### config.mk
export PLATFORM = sky130hd
export DESIGN_NAME = diagnostics_spi_readout
export DESIGN_NICKNAME = d
export VERILOG_FILES = /design/src/rtl/diagnostics_pkg.sv /design/src/rtl/spi_input_sync.sv /design/src/rtl/diagnostics_spi_readout.sv
export SDC_FILE = /design/constraint.sdc
export NUM_CORES = 1
export LEC_CHECK = 0
export ABC_AREA = 1
export ABC_CLOCK_PERIOD_IN_PS = 1400
export BUFFER_PORTS_ARGS = -buffer_cell sky130_fd_sc_hd__buf_2
export CORE_UTILIZATION = 52
export CTS_CLUSTER_SIZE = 8
export DETAILED_ROUTE_END_ITERATION = 10
export PLACE_DENSITY = 0.87
export SETUP_SLACK_MARGIN = 0.02
export SYNTH_ARGS = -nofsm -noshare
export SYNTH_HDL_FRONTEND = slang
export SYNTH_SLANG_ARGS = --single-unit
### constraint.sdc
create_clock -name clk -period 1.4 [get_ports clk]
set_input_delay 0.07 -clock clk [delete_from_list [all_inputs] [get_ports clk]]
set_output_delay 0.07 -clock clk [all_outputs]
set_load 0.005 [all_outputs]
### src/rtl/diagnostics_pkg.sv
// Shared definitions for the diagnostics SPI readout block.
//
// Contents:
//   state_t         - sequencer states (IDLE, CMD, LOAD, STREAM)
//   DIAG_NUM_BYTES  - size of the diagnostics snapshot memory in bytes
//   *_HI / *_B3     - byte offsets of the fields inside the snapshot memory,
//                     usable as command bytes to start a read at that field
package diagnostics_pkg;

    typedef enum logic [1:0] {
        IDLE   = 2'd0,
        CMD    = 2'd1,
        LOAD   = 2'd2,
        STREAM = 2'd3
    } state_t;

    localparam int DIAG_NUM_BYTES = 16;

    localparam int ENC_COUNT_HI     = 0;
    localparam int TIME_PER_TICK_B3 = 2;
    localparam int RAW_VEL_HI       = 6;
    localparam int FILT_VEL_HI      = 8;
    localparam int GAIN_HI          = 10;
    localparam int TORQUE_HI        = 12;
    localparam int ELEC_ANGLE_HI    = 14;

endpackage

### src/rtl/spi_input_sync.sv
// Multi-stage synchronizer with rise/fall detection for one SPI pin.
//
// Ports:
//   clk    in   system clock
//   reset  in   asynchronous active-high reset; preloads RESET_VALUE
//   din    in   asynchronous pin input
//   level  out  synchronized pin level (last synchronizer stage)
//   rise   out  one-cycle pulse on a synchronized 0->1 transition
//   fall   out  one-cycle pulse on a synchronized 1->0 transition
module spi_input_sync #(
    parameter int   SYNC_STAGES = 2,
    parameter logic RESET_VALUE = 1'b0
) (
    input  logic clk,
    input  logic reset,
    input  logic din,
    output logic level,
    output logic rise,
    output logic fall
);

    logic [SYNC_STAGES-1:0] chain;
    logic                   delayed;

    // Shifting through a vector keeps the chain valid for any depth >= 1.
    always_ff @(posedge clk or posedge reset) begin
        if (reset) begin
            chain   <= {SYNC_STAGES{RESET_VALUE}};
            delayed <= RESET_VALUE;
        end else begin
            chain   <= (chain << 1) | SYNC_STAGES'(din);
            delayed <= chain[SYNC_STAGES-1];
        end
    end

    assign level = chain[SYNC_STAGES-1];
    assign rise  = level & ~delayed;
    assign fall  = ~level & delayed;

endmodule

### src/rtl/diagnostics_spi_readout.sv
// SPI-slave (mode 0) sequencer for the diagnostics snapshot memory.
// A frame is: cs_n low, one command byte giving the start address, then any
// number of data bytes streamed from consecutive (wrapping) addresses.
// The memory is frozen for the whole frame so all bytes share one snapshot.
//
// Ports:
//   clk          in   system clock; SPI pins are oversampled on it
//   reset        in   asynchronous active-high reset
//   sck          in   SPI clock from host
//   cs_n         in   SPI chip select, active low
//   mosi         in   host -> block data, MSB first
//   miso         out  block -> host data, MSB first
//   freeze_data  out  holds the memory contents while high
//   mem_address  out  byte address into the diagnostics memory
//   mem_data     in   combinational read data at mem_address
//   busy         out  high whenever a frame is in progress
//   frame_count  out  count of frames that delivered at least one full byte
module diagnostics_spi_readout
    import diagnostics_pkg::*;
#(
    parameter int NUM_BYTES   = DIAG_NUM_BYTES,
    parameter int SYNC_STAGES = 2
) (
    input  logic        clk,
    input  logic        reset,
    input  logic        sck,
    input  logic        cs_n,
    input  logic        mosi,
    output logic        miso,
    output logic        freeze_data,
    output logic [7:0]  mem_address,
    input  logic [7:0]  mem_data,
    output logic        busy,
    output logic [15:0] frame_count
);

    localparam logic [7:0] LAST_ADDR   = 8'(NUM_BYTES - 1);
    localparam logic [3:0] FLUSH_LIMIT = 4'(SYNC_STAGES + 1);

    logic sck_level, sck_rise, sck_fall;
    logic cs_level, cs_rise, cs_fall;
    logic mosi_level, mosi_rise, mosi_fall;

    logic unused_sync_outputs;

    spi_input_sync #(.SYNC_STAGES(SYNC_STAGES), .RESET_VALUE(1'b0)) u_sync_sck (
        .clk   (clk),
        .reset (reset),
        .din   (sck),
        .level (sck_level),
        .rise  (sck_rise),
        .fall  (sck_fall)
    );

    spi_input_sync #(.SYNC_STAGES(SYNC_STAGES), .RESET_VALUE(1'b1)) u_sync_cs (
        .clk   (clk),
        .reset (reset),
        .din   (cs_n),
        .level (cs_level),
        .rise  (cs_rise),
        .fall  (cs_fall)
    );

    spi_input_sync #(.SYNC_STAGES(SYNC_STAGES), .RESET_VALUE(1'b0)) u_sync_mosi (
        .clk   (clk),
        .reset (reset),
        .din   (mosi),
        .level (mosi_level),
        .rise  (mosi_rise),
        .fall  (mosi_fall)
    );

    assign unused_sync_outputs = ^{sck_level, mosi_rise, mosi_fall};

    state_t      state, state_next;
    logic [7:0]  cmd_sr, cmd_next;
    logic [7:0]  tx_sr, tx_next;
    logic [3:0]  bit_cnt, bit_cnt_next;
    logic [7:0]  addr_next;
    logic [15:0] frames_next;
    logic        byte_done, byte_done_next;
    logic [7:0]  rx_byte;
    logic [3:0]  flush_cnt;
    logic        armed;

    // The cs_n synchronizer is preset high, so if the pin is held low through
    // reset a spurious synced fall appears once the chain flushes. A new frame
    // is only accepted after cs_n has been seen high with real (post-flush)
    // data, so a frame interrupted by reset is never resumed mid-way.
    always_ff @(posedge clk or posedge reset) begin
        if (reset) begin
            flush_cnt <= '0;
            armed     <= 1'b0;
        end else begin
            if (flush_cnt != FLUSH_LIMIT) begin
                flush_cnt <= flush_cnt + 4'd1;
            end
            if (flush_cnt == FLUSH_LIMIT && cs_level) begin
                armed <= 1'b1;
            end
        end
    end

    // State and datapath registers.
    always_ff @(posedge clk or posedge reset) begin
        if (reset) begin
            state       <= IDLE;
            cmd_sr      <= '0;
            tx_sr       <= '0;
            bit_cnt     <= '0;
            mem_address <= '0;
            frame_count <= '0;
            byte_done   <= 1'b0;
        end else begin
            state       <= state_next;
            cmd_sr      <= cmd_next;
            tx_sr       <= tx_next;
            bit_cnt     <= bit_cnt_next;
            mem_address <= addr_next;
            frame_count <= frames_next;
            byte_done   <= byte_done_next;
        end
    end

    // Next-state logic. A cs_n rise overrides any sck edge in the same cycle.
    // In STREAM, the fall right after a byte's 8th rise (bit_cnt == 0) is
    // skipped so the freshly loaded MSB stays on miso until the host samples it.
    always_comb begin
        state_next     = state;
        cmd_next       = cmd_sr;
        tx_next        = tx_sr;
        bit_cnt_next   = bit_cnt;
        addr_next      = mem_address;
        frames_next    = frame_count;
        byte_done_next = byte_done;
        rx_byte        = {cmd_sr[6:0], mosi_level};

        if (state != IDLE && cs_rise) begin
            state_next = IDLE;
            if (byte_done) begin
                frames_next = frame_count + 16'd1;
            end
        end else begin
            case (state)
                IDLE: begin
                    if (cs_fall && armed) begin
                        state_next     = CMD;
                        cmd_next       = '0;
                        bit_cnt_next   = '0;
                        byte_done_next = 1'b0;
                    end
                end
                CMD: begin
                    if (sck_rise) begin
                        cmd_next     = rx_byte;
                        bit_cnt_next = bit_cnt + 4'd1;
                        if (bit_cnt == 4'd7) begin
                            addr_next  = (rx_byte <= LAST_ADDR) ? rx_byte : 8'd0;
                            state_next = LOAD;
                        end
                    end
                end
                LOAD: begin
                    tx_next      = mem_data;
                    bit_cnt_next = '0;
                    state_next   = STREAM;
                end
                STREAM: begin
                    if (sck_fall && bit_cnt != 4'd0 && bit_cnt <= 4'd7) begin
                        tx_next = {tx_sr[6:0], 1'b0};
                    end
                    if (sck_rise) begin
                        bit_cnt_next = bit_cnt + 4'd1;
                        if (bit_cnt == 4'd7) begin
                            byte_done_next = 1'b1;
                            addr_next      = (mem_address == LAST_ADDR) ? 8'd0
                                                                        : mem_address + 8'd1;
                            state_next     = LOAD;
                        end
                    end
                end
                default: state_next = IDLE;
            endcase
        end
    end

    assign busy        = (state != IDLE);
    assign freeze_data = (state != IDLE);
    assign miso        = (state == STREAM) ? tx_sr[7] : 1'b0;

endmodule
**Word level (Yosys, flattened, before mapping)**

Cells that the tools add are included.

- $add $sub $neg: 4
- Magnitude comparators: 2
- Equality and inequality tests: 17
- Muxes and demuxes: 25
- Bitwise operators: 12
- Reduce and logical (&&, ||, !) cells: 20

Operator list:

| operator | count |
|---|---|
| 8-bit 2-to-1 mux | 7 |
| 8-bit case mux with 2 select lines | 2 |
| 16-bit by 1-bit adder with 16-bit output, second input constant | 1 |
| 7-bit 2-to-1 mux | 2 |
| 7-bit case mux with 2 select lines | 1 |
| 2-bit != test, second input constant | 6 |
| 4-bit case mux with 3 select lines | 1 |
| 2-bit nonzero test | 5 |
| 3-bit AND reduction | 3 |
| 4-bit by 1-bit adder with 4-bit output, second input constant | 2 |
| 8-bit by 1-bit adder with 8-bit output, second input constant | 1 |
| 8-bit by 4-bit == test with 1-bit output, second input constant | 1 |
| 8-bit by 4-bit <= comparator with 1-bit output, second input constant | 1 |
| 2-bit 2-to-1 mux | 4 |
| 4-bit 2-to-1 mux | 2 |
| 3-bit by 1-bit != test with 1-bit output, second input constant | 2 |
| 2-bit by 1-bit bitwise OR with 2-bit output | 3 |
| 2-bit case mux with 3 select lines | 1 |
| 6-bit AND reduction | 1 |
| 1-bit logical AND | 5 |
| 1-bit NOT | 5 |
| 5-bit AND reduction | 1 |
| 1-bit bitwise AND | 4 |
| 2-bit == test, second input constant | 2 |
| other kinds (14) | 17 |

- Register bits after elaboration: 59
- Input bits: 13
- Output and inout port bits: 27
- Logic and storage cells: 94

**Longest topological paths before layout**

Gate-level depths: netlist of run 1.

- Depth after elaboration: 6
- Gate-level depth with buffers: 9
- Depth with buffers taken out: 8

**Modules after synthesis**

A second synthesis of run 1 with hierarchy kept.

- Cells, all modules: 395
- Area, all modules: 3,042.9 µm²

By module, submodules not included:

| module | instances | cells an instance | area each (µm²) | sequential area each (µm²) |
|---|---|---|---|---|
| diagnostics_spi_readout | 1 | 371 | 2,757.6 | 1,276.2 |
| spi_input_sync (u_sync_mosi ...) | 2 | 8 | 93.8 | 75.1 |
| spi_input_sync (u_sync_cs) | 1 | 8 | 97.6 | 78.8 |

**Least setup slack after synthesis of run 1**

OpenSTA, ideal clock, no wires.

- Path kind: register to register
- Start: reg u_sync_cs.chain[1]
- End: reg frame_count[7]
- Library setup time: 0.124 ns
- Data arrival time: 1.249 ns
- Required time: 1.276 ns
- Setup slack: 0.027 ns
- Cell stages (with the launch flop): 7
- Path buffers: 0
- Clock period less this slack: 1.373 ns
- Cell sequence: dfstp_2 > nand2_1 > inv_1 > nand2_1 > nor2_4 > nand3_1 > xnor2_1

- Cells in the longest elaborated chain, start to end: 3

RTL lines:

| item | RTL line | source |
|---|---|---|
| start, declared | spi_input_sync.sv:22 | `logic [SYNC_STAGES-1:0] chain;` |
| start signal, assigned | spi_input_sync.sv:28 | `chain <= {SYNC_STAGES{RESET_VALUE}};` |
| start signal, assigned | spi_input_sync.sv:31 | `chain <= (chain << 1) \| SYNC_STAGES'(din);` |
| 1-bit bitwise AND | spi_input_sync.sv:37 | `assign rise = level & ~delayed;` |
| 1-bit logical AND | diagnostics_spi_readout.sv:138 | `if (state != IDLE && cs_rise) begin` |
| 2-bit AND reduction (no source line) | - |  |
| end signal, assigned | diagnostics_spi_readout.sv:120 | `frame_count <= frames_next;` |
| end, declared | diagnostics_spi_readout.sv:34 | `output logic [15:0] frame_count` |

Every way passes these cells.
A chain may end at the register's enable or synchronous reset.

**Worst setup path in the final report of run 1**

- Start: reg u_sync_cs.delayed
- End: reg mem_address[4]

- Cells in the longest elaborated chain, start to end: 5

RTL lines:

| item | RTL line | source |
|---|---|---|
| start, declared | spi_input_sync.sv:23 | `logic delayed;` |
| start signal, assigned | spi_input_sync.sv:32 | `delayed <= chain[SYNC_STAGES-1];` |
| 1-bit NOT | spi_input_sync.sv:37 |  |
| 1-bit bitwise AND | spi_input_sync.sv:37 |  |
| 1-bit logical AND | diagnostics_spi_readout.sv:138 |  |
| 1-bit NOT (no source line) | - |  |
| 6-bit AND reduction (no source line) | - |  |
| end signal, assigned | diagnostics_spi_readout.sv:119 | `mem_address <= addr_next;` |
| end, declared | diagnostics_spi_readout.sv:31 | `output logic [7:0] mem_address,` |

Every way passes these cells.

==> results.py, run 1 <==
metrics = {
    "outcome": {
        "status": "finished with violations",
        "violations": "hold timing, setup timing",
    },
    "placed_design": {
        "placed_cells": 486,
        "port_buffers": 39,
        "place_ws_ps": -61.9,
        "gp_congestion": 0.855,
        "hpwlAfterDp_mm": 4.43,
    },
    "worst_hold_path": {
        "hold_depth": 3,
        "hp-class": "in2reg",
    },
    "worst_setup_path": {
        "critPathCaptureType": "flip-flop",
        "r2r_cells": 8,
        "cp_data_arrival_time_ps": 1710,
        "start_kind": "flip-flop",
        "cp.required_ps": 1630,
        "path_max_fanout": 7,
        "worstSetupPathType": "reg2reg",
    },
    "die": {
        "die_area_um2": 5960,
        "die_x_um": 77.2,
        "die_y_um": 77.2,
        "num_rows": 27,
        "io_pins": 40,
        "start_util_pct": 53.7,
        "core_um2": 5470,
    },
    "timing": {
        "min_period_over_period_pct": 106,
        "slew_violations": 0,
        "finalWorstSetupSlack_ps": -84.7,
        "rsz0062_at_grt": "yes",
        "slew_headroom_pct": 67.7,
        "fin_worst_skew_ps": 9.00,
        "tightest_slew_ps": 484,
        "max_freq_ghz": 0.674,
        "hold_violations": 1,
        "hold_ws_ps": -13.2,
        "setup_viol": 12,
        "period_minus_slack_ps": 1480,
        "timing.setup.tns_ps": -473,
    },
    "cts": {
        "cts_sinks": 59,
        "cts_tree": "yes",
        "clkTransAtPathRegs_ps": 60,
        "htreeDepth": 3,
        "cts_buffers": 9,
        "clock_latency_ps": 340,
        "cts_root_buffer": "clkbuf_8",
        "clockBufferDepth": 2,
    },
    "layout": {
        "most-common-layout-cells": "nand2_1 (87), dfrtp_1 (54), inv_1 (46)",
        "drive_gt1_share_pct": 30.2,
        "nFillCells": 424,
        "final_common_cell": "nand2_1",
        "final_cells": 519,
        "fin_nets": 460,
        "synthToLayoutAreaGrowth_pct": 32.3,
        "fin_util_pct": 71.1,
        "antenna-diode-count": 0,
    },
    "synthesis": {
        "syn_area_um2": 2940,
        "synth-seq-cells": 59,
        "ys_seq_area_share_pct": 50.3,
        "syn_area_per_cell_um2": 8.24,
        "synthesis.instances": 357,
        "syn_nets": 375,
        "ys_types": 26,
        "ys_warn_count": 0,
    },
    "global_routing": {
        "antenna_found_initial": 0,
        "grt_pass1_wl_mm": 10.4,
        "grt_pass1_vias": 2424,
        "grt_max_degree": 40,
        "grt.total_usage_pct": 22.1,
        "grt_overflow": 0,
    },
    "power_and_ir_drop": {
        "switchingPower_uw": 1330,
        "p_per_area_nw_per_um2": 1130,
        "clockPowerShare_pct": 33.8,
        "seqPwrFrac_pct": 44.5,
        "switching_share_pct": 30.2,
        "peakVddDrop_mv": 0.622,
        "internal_power_uw": 3070,
        "leakage_uw": 0.00198,
        "pwr-share-comb_pct": 21.7,
    },
    "route": {
        "drtAntennaViolNets": 0,
        "drc": 0,
        "wl_per_cell_um": 13.6,
        "vias_per_cell": 5.15,
        "dr.pass1.iters": 5,
        "drt_iter0_drc": 175,
        "drt-total-wl_mm": 7.07,
        "vias": 2674,
    },
    "run": {
        "max_cap_violations": 0,
    },
}
layer usage:
metal / GRT usage [%] / wire length, µm
met4: 9.81 / 155
met5: 0 / 0
met1: 27.2 / 2930
met2: 37.5 / 3750
met3: 4.05 / 235
sequential cells by signal, summed over array words and instances (netlist names), 2 cells and up:
name / count
bit_cnt: 4
cmd_sr: 7
flush_cnt: 4
frame_count: 16
mem_address: 8
state: 2
tx_sr: 8
u_sync_cs.chain: 2
u_sync_mosi.chain: 2
u_sync_sck.chain: 2
final timing paths:
check                                  endpoint            startpoint  slack [ps]
setup / recovery                 mem_address[4]     u_sync_cs.delayed         -80
hold / removal                         tx_sr[0]           mem_data[0]         -10
setup reg to reg                 mem_address[4]     u_sync_cs.delayed         -80
hold reg to reg            u_sync_mosi.chain[1]  u_sync_mosi.chain[0]         350
max in group asynchronous        frame_count[4]                 reset         550
min in group asynchronous        frame_count[2]                 reset         300
power groups by stage:
stage	combinational (µW)	sequential (µW)	clock, µW
after floorplan	461	1960	0
after global placement	678	1970	0
after detailed placement	706	1970	0
after CTS	755	1950	1500
after global routing	1060	1980	1580
final	953	1960	1490
critical path, stage by stage, from the launching register on:
cell and delay [ps]:
dfstp_2 540, inv_2 40, nand2_4 80, inv_4 50, nor2_4 190, buf_4 160
nand2_2 120, nor2_1 130, nor2_1 50
cell usage after synthesis:
library cell | instances | area share (%)
xor2_1 | 9 | 2.7
nand3_1 | 24 | 4.1
nor3_1 | 1 | 0.17
dfrtp_1 | 56 | 48
inv_1 | 51 | 6.5
nand2_4 | 1 | 0.38
nor2_1 | 45 | 5.7
a21oi_1 | 5 | 0.85
nand4_1 | 10 | 2.1
o31ai_1 | 1 | 0.26
buf_4 | 1 | 0.26
or2_2 | 1 | 0.21
dfstp_2 | 3 | 2.7
ha_1 | 5 | 2.1
buf_6 | 2 | 0.77
o21ai_0 | 23 | 3.9
xnor2_1 | 4 | 1.2
buf_2 | 1 | 0.17
nor2_4 | 4 | 1.5
nor2_2 | 1 | 0.21
nand2_1 | 92 | 12
o21bai_1 | 2 | 0.51
o22ai_1 | 6 | 1.3
nand3_2 | 1 | 0.34
nand2_2 | 1 | 0.21
mux2i_1 | 7 | 2.4
logic make-up after synthesis:
logic type                 synth area share (%)
and+or+nand+nor                            26.8
DFF                                        50.3
buffers and inverters                      7.70
AOI/OAI and AO/OA                          6.81
xor gates and xnor gates                   3.87
muxes                                      2.38
adders and majority gates                  2.13
cell type report:
type / count / area, µm² / share of cell area, %
flip-flops and latches: 59 / 1480 / 38.1
multi-input cells: 244 / 1400 / 36.0
repair buffers: 77 / 532 / 13.7
inverters: 51 / 200 / 5.14
clock buffers: 11 / 131 / 3.38
well taps: 72 / 90.1 / 2.32
clock inverters: 5 / 55.1 / 1.41
per-stage QoR:
stage                     power, µW  area, µm²
after floorplan                2420       2940
after global placement         2650       3380
after detailed placement       2680       3380
after CTS                      4200       3660
after global routing           4620       3890
final                          4400       3890
repair_timing:
action / in CTS / in global routing
gates cloned: 0 / 1
pin swaps: 1 / 15
setup endpoints to repair: 13 / 45
buffers inserted: 4 / 10
endpoints found under the hold margin: 20 / 0
hold buffers: 4 / 0
resized for setup: 7 / 54
(Power assumes the default switching activity.)
==> run 2: changes to the inputs <==
Settings changed: ABC_CLOCK_PERIOD_IN_PS 1400 to 1500, CORE_UTILIZATION 52 to 57, PLACE_DENSITY 0.87 to 0.9.
Clock period 1.4 ns to 1.5 ns, I/O delays scaled along.
==> run 2 against run 1 <==
  * The flow finishes with violations (hold timing)
  * Non-clock buffer count decreased by 25
  * Global-route usage increased by 3.8 points
  * Clock skew is 0.77 ps lower
  * Critical path depth unchanged
  * Setup slack gained 150 ps
  * Wire length shrank 10%
  * Final cell count is 6.0% lower
==> results.py, run 2 (synthesis gave the netlist of run 1 again) <==
metrics = {
    "route": {
        "wl_per_cell_um": 13.0,
        "drt_iter0_drc": 195,
        "drt-total-wl_mm": 6.35,
        "drc": 0,
        "dr.max_layer_used": "met4",
        "wl_met3_um": 301,
        "drt-met1-wl_mm": 2.67,
        "dr.pass1.iters": 5,
        "vias_per_cell": 5.36,
        "wl_met2_mm": 3.18,
        "drtAntennaViolNets": 0,
        "vias": 2618,
    },
    "outcome": {
        "violations": "hold timing",
        "status": "finished with violations",
    },
    "global_routing": {
        "grt_pass1_wl_mm": 10.3,
        "grt.total_usage_pct": 25.8,
        "grt_pass1_vias": 2372,
        "antenna_found_initial": 0,
        "grt_max_degree": 56,
        "grt_overflow": 0,
    },
    "layout": {
        "regMostFlops": "frame_count",
        "antenna-diode-count": 0,
        "final_common_cell": "nand2_1",
        "nFillCells": 351,
        "fin_nets": 435,
        "synthToLayoutAreaGrowth_pct": 20.7,
        "fin_area_um2": 3550,
        "largestRegisters": "frame_count x16, mem_address x8, tx_sr x8",
        "drive_gt1_share_pct": 20.0,
        "final_cells": 488,
        "most-common-layout-cells": "nand2_1 (90), dfrtp_1 (55), inv_1 (49)",
        "largest_reg_flops": 16,
    },
    "timing": {
        "slew_violations": 0,
        "fin_worst_skew_ps": 8.23,
        "tightest_slew_ps": 324,
        "min_period_over_period_pct": 95.7,
        "hold_violations": 1,
        "period_minus_slack_ps": 1440,
        "hold_ws_ps": -4.26,
        "finalWorstSetupSlack_ps": 64.7,
        "max_freq_ghz": 0.697,
        "rsz0062_at_grt": "yes",
        "slew_headroom_pct": 78.3,
        "setup_viol": 0,
    },
    "placed_design": {
        "placed_cells": 466,
        "hpwlAfterDp_mm": 4.21,
        "placement.cell_area_um2": 3270,
        "port_buffers": 39,
        "gp_congestion": 0.844,
        "place_ws_ps": 19.9,
    },
    "power_and_ir_drop": {
        "leakage_uw": 0.00184,
        "peakVddDrop_mv": 0.630,
        "p_per_area_nw_per_um2": 1080,
    },
    "die": {
        "die_y_um": 73.8,
        "die_x_um": 73.8,
        "start_util_pct": 60.6,
        "io_pins": 40,
        "die_area_um2": 5450,
        "core_um2": 4850,
        "num_rows": 25,
    },
    "worst_setup_path": {
        "cp_data_arrival_time_ps": 1670,
        "start_kind": "flip-flop",
        "critPathCaptureType": "flip-flop",
        "worstSetupPathType": "reg2reg",
        "cp.required_ps": 1730,
        "path_max_fanout": 5,
    },
    "cts": {
        "clockBufferDepth": 2,
        "htreeDepth": 3,
        "cts_tree": "yes",
        "cts_buffers": 9,
        "clock_latency_ps": 350,
        "cts_sinks": 59,
        "clkTransAtPathRegs_ps": 60,
        "cts_root_buffer": "clkbuf_8",
    },
    "worst_hold_path": {
        "hp-class": "in2reg",
    },
    "run": {
        "max_cap_violations": 0,
    },
}
==> run 2: worst max-delay path: stages, from the launching register on <==
cell	delay, ps
dfstp_2	540
inv_1	50
nand2_2	70
inv_2	60
nor2_4	210
nand3_4	110
buf_4	150
nand3_1	50
o21ai_0	80
==> run 2: per-stage QoR <==
stage               total power, µW  utilization [%]  TNS, ps
floorplan                      2260                -        0
global placement               2380             67.4        0
detailed placement             2420             67.4        0
CTS                            3780             71.9        0
global route                   3980             73.2    -39.6
finish                         3830             73.2        0
==> run 2: power by group <==
group | internal (µW) | total (µW) | switching [µW]
Clock | 753 | 1350 | 598
Sequential | 1720 | 1840 | 112
Combinational | 236 | 642 | 406
Total | 2710 | 3830 | 1120
==> run 2: layout make-up <==
| type | count | area (µm²) | area share, % |
|---|---|---|---|
| Clock buffer | 12 | 135 | 3.81 |
| Multi-Input combinational cell | 244 | 1290 | 36.2 |
| Timing Repair Buffer | 52 | 328 | 9.24 |
| Sequential cell | 59 | 1480 | 41.7 |
| Tap cell | 67 | 83.8 | 2.36 |
| Inverter | 51 | 195 | 5.50 |
| Clock inverter | 3 | 40.0 | 1.13 |
==> run 2: path summary, 6_finish.rpt <==
| path | from | end | slack, ps | depth (start not counted) |
|---|---|---|---|---|
| setup reg to reg | u_sync_cs.delayed | cmd_sr[6] | 60 | 8 |
| setup / recovery | u_sync_cs.delayed | cmd_sr[6] | 60 | 8 |
| max in group asynchronous | reset | u_sync_cs.chain[1] | 800 | 4 |
| hold reg to reg | u_sync_sck.chain[0] | u_sync_sck.chain[1] | 350 | 0 |
| hold / removal | mem_data[0] | tx_sr[0] | -4 | 3 |
| min in group asynchronous | reset | flush_cnt[0] | 170 | 3 |
==> run 2: what timing repair did <==
action                                 in CTS  in global routing
setup endpoints to repair                   3                 32
endpoints found under the hold margin      60                  0
setup buffers                               0                  2
pin swaps                                   1                  2
gates cloned                                1                  0
resized for setup                           1                 15
hold buffers                                4                  0
==> run 2: layer usage <==
layer	track usage (%)	up-vias
li1	-	1256
met1	31.8	1246
met2	42.4	97
met3	5.21	19
met4	14.5	0
met5	0	-
==> run 3: changes to the inputs <==
Settings changed: ABC_AREA 1 to default, CORE_UTILIZATION 57 to 56.
==> run 3 against run 2 <==
  * The run ends with DRC, setup timing left
  * Die area is 7.1% lower
  * Register-to-register slack worse by 490 ps
  * Clock skew is 5.4 ps higher
  * Via count is 6.6% higher
  * Synthesized area is 8.9% lower
  * Synthesized cell count is 35% lower
  * Sequential share of layout area is 5.4 points lower
  * Global-route usage is 8.9 points higher
  * Flip-flop and latch count stayed put
  * Largest cell class unchanged
==> results.py, run 3 <==
metrics = {
    "outcome": {
        "status": "finished with violations",
        "violations": "DRC, setup timing",
    },
    "die": {
        "die_x_um": 71.2,
        "io_pins": 40,
        "die_area_um2": 5060,
        "num_rows": 24,
        "start_util_pct": 59.9,
        "core_um2": 4470,
        "die_y_um": 71.2,
    },
    "route": {
        "drt-met1-wl_mm": 3.68,
        "vias": 2790,
        "drc": 4,
        "wl_met2_mm": 4.89,
        "wl_per_cell_um": 27.1,
        "dr.pass1.iters": 8,
        "drt-total-wl_mm": 10.9,
        "drt_iter0_drc": 274,
        "dr.max_layer_used": "met5",
        "vias_per_cell": 6.96,
        "wl_met3_mm": 1.20,
        "drtAntennaViolNets": 0,
    },
    "power_and_ir_drop": {
        "peakVddDrop_mv": 0.989,
        "p_per_area_nw_per_um2": 1130,
        "leakage_uw": 0.00205,
    },
    "worst_hold_path": {
        "holdCritStartpoint": "mem_data[5]",
        "min_to": "tx_sr[5]",
        "hp-class": "in2reg",
        "hold_depth": 3,
    },
    "timing": {
        "min_period_over_period_pct": 128,
        "tightest_slew_ps": 438,
        "setup_viol": 42,
        "finalWorstSetupSlack_ps": -422,
        "slew_violations": 0,
        "hold_violations": 0,
        "max_freq_ghz": 0.520,
        "period_minus_slack_ps": 1920,
        "fin_worst_skew_ps": 13.6,
        "timing.setup.tns_ps": -6030,
        "slew_headroom_pct": 70.7,
        "rsz0062_at_grt": "yes",
    },
    "synthesis": {
        "ys_types": 49,
        "yosys-top-cells-count": "dfrtp_1 (56), mux2_2 (16), nand2_1 (15), o21ai_0 (13)",
        "synth_mux_area_share_pct": 7.10,
        "synth-simple-area-share_pct": 15.7,
        "synth-seq-cells": 59,
        "synth_compound_area_share_pct": 11.3,
        "syn_area_per_cell_um2": 11.5,
        "synth_top_cell_by_area": "dfrtp_1",
        "synthesis.instances": 233,
        "async_flop_share_pct": 100,
        "syn_nets": 251,
        "synth-adder-area-share_pct": 2.34,
        "synth_edf_count": 0,
        "ys_seq_area_share_pct": 55.3,
        "synth_xor_area_share_pct": 5.56,
        "yosys-top-cells-area": "dfrtp_1 (52%), mux2_2 (6.7%), xnor2_1 (3.9%), dfstp_2 (2.9%), o21ai_0 (2.4%)",
        "synth_most_common_cell": "dfrtp_1",
        "ys_warn_count": 0,
        "yosysTopAreaCellShare_pct": 52.3,
        "synth_top_family_by_area": "simple AND/OR/NAND/NOR gates",
        "ys.flop_type": "dfrtp_1",
        "syn_area_um2": 2680,
    },
    "worst_setup_path": {
        "slowest_delay_ps": 400,
        "cp_top_family": "compound AO/OA/AOI/OAI gates",
        "r2r_cells": 6,
        "crit_chain": "ha_2 -> nand4b_1 -> o41ai_2 -> buf_4 -> nor4_4 -> a211o_1",
        "path_max_fanout": 5,
        "r2r_end": "mem_address[6]",
        "slowest_stage": "dfrtp_1",
        "reg2reg_slack_ps": -420,
        "start_kind": "flip-flop",
        "critPathCaptureType": "flip-flop",
        "worstSetupPathType": "reg2reg",
        "cp_data_arrival_time_ps": 2160,
        "reg2reg_from": "mem_address[0]",
        "cp.required_ps": 1740,
        "path_buf_inv": 1,
    },
    "cts": {
        "clkTransAtPathRegs_ps": 80,
        "cts_buffers": 9,
        "clock_latency_ps": 360,
        "cts_root_buffer": "clkbuf_8",
        "cts_tree": "yes",
        "cts_sinks": 59,
        "clockBufferDepth": 2,
        "htreeDepth": 3,
    },
    "global_routing": {
        "grt.total_usage_pct": 34.7,
        "grt_pass1_vias": 2562,
        "grt_pass1_wl_mm": 13.0,
        "grt_overflow": 0,
        "antenna_found_initial": 1,
        "grt_max_degree": 44,
    },
    "layout": {
        "final_common_cell": "dfrtp_1",
        "antenna-diode-count": 0,
        "most-common-layout-cells": "dfrtp_1 (54), buf_4 (48), buf_2 (39)",
        "regMostFlops": "frame_count",
        "fin_nets": 362,
        "drive_gt1_share_pct": 55.6,
        "synthToLayoutAreaGrowth_pct": 52.3,
        "largestRegisters": "frame_count x16, mem_address x8, tx_sr x8",
        "fin_util_pct": 91.2,
        "largest_reg_flops": 16,
    },
    "placed_design": {
        "gp_congestion": 0.918,
        "port_buffers": 39,
        "hpwlAfterDp_mm": 4.37,
    },
    "run": {
        "max_cap_violations": 0,
    },
}
[run 3: changes by cell type after synthesis, moves of 10 or more]
cell / previous run / this run
nor2_1: 45 / 10
o21ai_0: 23 / 13
mux2_2: 0 / 16
inv_1: 51 / 7
nand3_1: 24 / 12
nand2_1: 92 / 15
[run 3: per-stage QoR]
step	setup slack (ps)	cell area, µm²	hold WS, ps	total power [µW]	instances
after floorplan	-189	2780	79.5	2130	233
after global placement	-137	3300	86.8	2350	359
after detailed placement	-247	3300	91.4	2380	359
after CTS	-207	3730	82.1	4110	391
after global routing	-545	4080	110	4700	401
final	-422	4080	85.6	4610	401
[run 3: layout make-up]
| class | count | area [µm²] |
|---|---|---|
| clock buffer | 12 | 155 |
| clock inverter | 4 | 72.6 |
| fill | 152 | 395 |
| inverter | 8 | 36.3 |
| multi-input combinational | 159 | 1480 |
| sequential | 59 | 1480 |
| tap | 52 | 65.1 |
| timing repair buffer | 107 | 785 |
[run 3: worst max path at each step]
stage	start	endpoint	slack, ps	cells past startpoint
3_3_place_gp	u_sync_cs.delayed	mem_address[5]	-140	4
4_1_cts	u_sync_cs.delayed	mem_address[5]	-210	4
6_report	mem_address[0]	mem_address[6]	-420	6
5_1_grt	state[1]	mem_address[5]	-550	5
2_1_floorplan	u_sync_sck.delayed	mem_address[5]	-190	5
3_5_place_dp	bit_cnt[0]	mem_address[1]	-250	6
[run 3: power by group]
part,switching (µW),internal (µW)
sequential,122,1690
combinational,573,503
clock,698,1020
[run 3: repair_timing]
action / 4_1_cts / 5_1_grt
endpoints found under the setup margin: 37 / 47
gates resized for setup: 20 / 64
pin swaps: 12 / 21
hold endpoints to repair: 18 / 0
setup buffers: 12 / 12
hold buffers: 4 / 0
[run 3: kinds of logic (layout without fill, tap and decap cells)]
group,after synthesis,after routing
buf+inv,15,131
simple gates,77,77
flops,59,59
compound gates,43,43
xor+xnor,17,17
fa+ha+maj,5,5
mux,17,17
[run 3: per-layer routing]
| layer | up-vias | global-route usage (%) |
|---|---|---|
| li1 | 1071 | - |
| met4 | 2 | 21.3 |
| met2 | 279 | 57.2 |
| met1 | 1317 | 41.5 |
| met5 | - | 0 |
| met3 | 121 | 7.69 |
[run 3: tightest hold or removal path, delay by kind of cell]
kind                   cells  cell delay (ps)
multiplexers               2              260
buffers and inverters      1               70
